==> config.mk <==
export PLATFORM = sky130hd
export DESIGN_NAME = tmr_mode_ctrl
export DESIGN_NICKNAME = d
export VERILOG_FILES = /design/src/rtl/tmr_mode_ctrl.sv
export SDC_FILE = /design/constraint.sdc
export NUM_CORES = 1
export LEC_CHECK = 0
export ABC_AREA = 1
export CAP_MARGIN = 20
export CORE_MARGIN = 2
export CORE_UTILIZATION = 47
export CTS_BUF_LIST = sky130_fd_sc_hd__clkbuf_16
export CTS_CLUSTER_DIAMETER = 50
export DETAILED_ROUTE_END_ITERATION = 6
export PLACE_DENSITY_LB_ADDON = 0.3
export REMOVE_ABC_BUFFERS = 1
export SLEW_MARGIN = 20
export SYNTH_ARGS = -nofsm -noshare
export SYNTH_HDL_FRONTEND = slang
export SYNTH_SLANG_ARGS = --single-unit
==> constraint.sdc <==
create_clock -name clk -period 2.5 [get_ports clk]
set_input_delay 0.5 -clock clk [delete_from_list [all_inputs] [get_ports clk]]
set_output_delay 0.5 -clock clk [all_outputs]
set_load 0.03 [all_outputs]
==> src/rtl/tmr_mode_ctrl.sv <==
// Dynamic TMR mode controller: chooses simplex or full TMR from sensors, error rate
// and a force bit, with a warm-up phase before voting and a hold-off before returning.
module tmr_mode_ctrl #(
  parameter int unsigned N_SENS   = 4,
  parameter int unsigned SENS_THR = 3,
  parameter int unsigned ERR_W    = 4,
  parameter int unsigned ERR_THR  = 5,
  parameter int unsigned WARM_CYC = 4,
  parameter int unsigned HOLD_CYC = 16,
  parameter int unsigned CNT_W    = 8
) (
  input  logic              clk,
  input  logic              rst,
  input  logic [N_SENS-1:0] sens_n,
  input  logic [ERR_W-1:0]  err_rate,
  input  logic              force_tmr,
  output logic [2:0]        en,
  output logic              state,
  output logic              vote_valid,
  output logic [1:0]        mode,
  output logic [CNT_W-1:0]  tmr_entries
);

  localparam int unsigned MAX_CYC = (WARM_CYC > HOLD_CYC) ? WARM_CYC : HOLD_CYC;
  localparam int unsigned TW      = (MAX_CYC > 1) ? $clog2(MAX_CYC) : 1;

  typedef enum logic [1:0] {
    SIMPLEX  = 2'b00,
    WARMUP   = 2'b01,
    TMR      = 2'b10,
    COOLDOWN = 2'b11
  } mode_e;

  mode_e            cur_q, cur_d;
  logic [TW-1:0]    cnt_q, cnt_d;
  logic [CNT_W-1:0] entries_q, entries_d;
  logic [31:0]      sens_cnt;
  logic             trigger;

  always_comb begin
    sens_cnt = '0;
    for (int unsigned i = 0; i < N_SENS; i++) begin
      sens_cnt = sens_cnt + 32'(!sens_n[i]);
    end
  end

  assign trigger = (sens_cnt >= SENS_THR) || (32'(err_rate) > ERR_THR) || force_tmr;

  always_ff @(posedge clk) begin
    if (rst) begin
      cur_q     <= SIMPLEX;
      cnt_q     <= '0;
      entries_q <= '0;
    end else begin
      cur_q     <= cur_d;
      cnt_q     <= cnt_d;
      entries_q <= entries_d;
    end
  end

  always_comb begin
    cur_d     = cur_q;
    cnt_d     = cnt_q;
    entries_d = entries_q;
    unique case (cur_q)
      SIMPLEX: begin
        if (trigger) begin
          cur_d = WARMUP;
          cnt_d = TW'(WARM_CYC - 1);
          if (entries_q != '1) entries_d = entries_q + CNT_W'(1);
        end
      end
      // Warm-up runs to completion regardless of trigger.
      WARMUP: begin
        if (cnt_q == '0) cur_d = TMR;
        else             cnt_d = cnt_q - TW'(1);
      end
      TMR: begin
        if (!trigger) begin
          cur_d = COOLDOWN;
          cnt_d = TW'(HOLD_CYC - 1);
        end
      end
      COOLDOWN: begin
        if (trigger)            cur_d = TMR;
        else if (cnt_q == '0)   cur_d = SIMPLEX;
        else                    cnt_d = cnt_q - TW'(1);
      end
      default: cur_d = SIMPLEX;
    endcase
  end

  assign mode        = cur_q;
  assign state       = (cur_q != SIMPLEX);
  assign en          = (cur_q == SIMPLEX) ? 3'b001 : 3'b111;
  assign vote_valid  = (cur_q == TMR) || (cur_q == COOLDOWN);
  assign tmr_entries = entries_q;

endmodule

==> impl_metrics.json <==
{
  "timing.rr.start": "tmr_entries[1]",
  "fin_crit_ps": 2310,
  "design.core.area_sq_um": 1920,
  "fmax_mhz": 432,
  "grt_first_pass_wirelength_mm": 3.61,
  "area.growth.synth_to_final_pct": 38.4,
  "crit_path_start_kind": "primary input",
  "diodes": 0,
  "numCtsBuffers": 3,
  "grt_max_degree": 11,
  "fin_crit_sh_pct": 92.5,
  "std_cell_rows": 16,
  "layout_commonest_cell": "nand2_1",
  "die_h_um": 48.8,
  "clock_skew_ps": 3.28,
  "tns_ps": 0,
  "synth_area_sq_um": 945,
  "synth_cell_types": 24,
  "yosysWarningCount": 0,
  "ys_seq_elements": 14,
  "cts.path.max_buffers": 2,
  "top_layer_used": "met4",
  "slew_violations": 0,
  "drive_gt1_share_pct": 14.8,
  "dr.pass1.iters": 4,
  "drt-total-wl_mm": 2.10,
  "die-area_sq_um": 2380,
  "place.port_buffers": 23,
  "clkLatencyLatePin_ps": 240,
  "place.gp.congestion": 0.824,
  "setup_viol": 0,
  "fillers": 166,
  "critPathCaptureType": "flop",
  "clock-sinks": 14,
  "synth_area_per_cell_sq_um": 6.80,
  "routedWlPerCell_um": 11.1,
  "fin_area_sq_um": 1310,
  "cp_max_fo": 7,
  "final_cell_mix": "41 x nand2_1, 20 x clkdlybuf4s50_1, 14 x inv_1, 14 x dfxtp_1, 13 x nor2_1",
  "antenna_left": 0,
  "post-route-drc-count": 0,
  "grt_overflow_total": 0,
  "grtUsageTotal_pct": 19.4,
  "outcome": "completed",
  "crit_type": "in2reg",
  "avgViaCountPerCell": 4.68,
  "io-pin-count": 26,
  "vias": 885,
  "worstHoldStart": "cnt_q[1]",
  "hold_path_class": "reg2reg",
  "cts_tree": "built",
  "fp.dieW_um": 48.8,
  "power_density_nw_per_um2": 1010,
  "fin_nets": 180,
  "grt_setup_unrepaired": "no",
  "met1Wirelength_um": 967,
  "required_ps": 2670,
  "place_area_sq_um": 1190,
  "dr_wl_met3_um": 100,
  "start_util_pct": 49.2,
  "yosysSeqAreaShare_pct": 29.7,
  "antenna_found_initial": 0,
  "hpwlAfterDp_mm": 1.48,
  "drtIter0Drc": 25,
  "cp.arrival_ps": 2480,
  "startpoint": "sens_n[0]",
  "grt_pass1_vias": 839,
  "fin_util_pct": 68.0,
  "htree_levels": 1,
  "cts_setup_buffers": 0,
  "max-cap-violations": 0,
  "met2_length_mm": 1.01,
  "finalHoldViolations": 0,
  "vdd_ir_drop_max_mv": 0.683,
  "root_buffer": "clkbuf_16",
  "synthCells": 139,
  "p_leak_nw": 0.584,
  "clk_pin_slew_ps": 40
}
sequential cells by signal (all words and copies together), names as in the netlist:
name,cells
tmr_entries,8
cnt_q,4
mode,2
synth_stat cells:
master    count  share of area (%)
o21ai_1       1               0.53
ha_1          4                5.3
dfxtp_1      14                 30
o21ai_0       3                1.6
nand3_1       4                2.1
a21boi_0      1               0.79
inv_2         3                1.2
nor2_8        1                2.1
conb_1        1               0.40
nor2_1       13                5.2
xor2_1        6                5.6
nand2_2       4                2.6
xnor2_1       1               0.93
buf_4         3                2.4
inv_1        14                5.6
a21oi_1      10                5.3
nand2_1      42                 17
clkbuf_1      2               0.79
nor2_4        2                2.4
nand4_1       1               0.66
nand3b_1      2                1.6
nor2_2        5                3.3
nand2_4       1                1.2
fa_1          1                2.1
final cells by class:
class | count | area [sq um] | share of cell area [%]
Tap cell | 27 | 33.8 | 2.58
Multi-Input combinational cell | 104 | 614 | 47.0
Sequential cell | 14 | 280 | 21.4
Clock buffer | 3 | 75.1 | 5.74
Timing Repair Buffer | 24 | 238 | 18.2
Inverter | 17 | 66.3 | 5.07
path summary, 6_finish.rpt:
| kind | endpoint | slack (ps) | cells past startpoint |
|---|---|---|---|
| setup / recovery | tmr_entries[6] | 190 | 13 |
| setup reg to reg | tmr_entries[6] | 1030 | 8 |
| hold reg to reg | cnt_q[1] | 480 | 2 |
| hold / removal | cnt_q[1] | 480 | 2 |
critical path: stages:
cell and delay, ps:
dlygate4sd2_1 250, fa_1 530, inv_1 40, ha_2 180
ha_4 270, nand2_4 60, nand2_4 80, nor2_8 60
nor2_4 130, nand2_4 100, inv_4 100, nand2_1 60
a21oi_1 130
kinds of logic after synthesis:
logic type	synth area share (%)
DFF	29.7
and+or+nand+nor	37.9
buffers and inverters	9.93
xor gates and xnor gates	6.49
adders and majority gates	7.42
AOI/OAI and AO/OA	8.21
other	0.397
power breakdown:
group / internal [W] / switching, W
Clock: 0.000208 / 0.0000838
Sequential: 0.000279 / 0.0000543
Combinational: 0.000268 / 0.000427
Total: 0.000755 / 0.000565
stage by stage:
step	cells	hold slack [ps]	worst slack (ps)	total power [W]
after floorplan	134	455	212	0.000782
after global placement	185	476	-332	0.000968
after detailed placement	185	482	-377	0.000992
after CTS	189	487	1.74	0.00131
after global routing	189	521	59.6	0.00142
final	189	485	187	0.00132
routing by layer:
layer / vias up / track usage [%]
met4: 0 / 7.14
met2: 21 / 31.1
met1: 384 / 24.2
li1: 476 / -
met3: 4 / 6.44
met5: - / 0
what timing repair did:
action	4_1_cts	5_1_grt
resized for setup	7	6
hold buffers	0	0
endpoints found under the hold margin	0	0
endpoints found under the setup margin	14	14
pin swaps	7	5
gates cloned	1	0
Power figures use the tool's default switching activity.
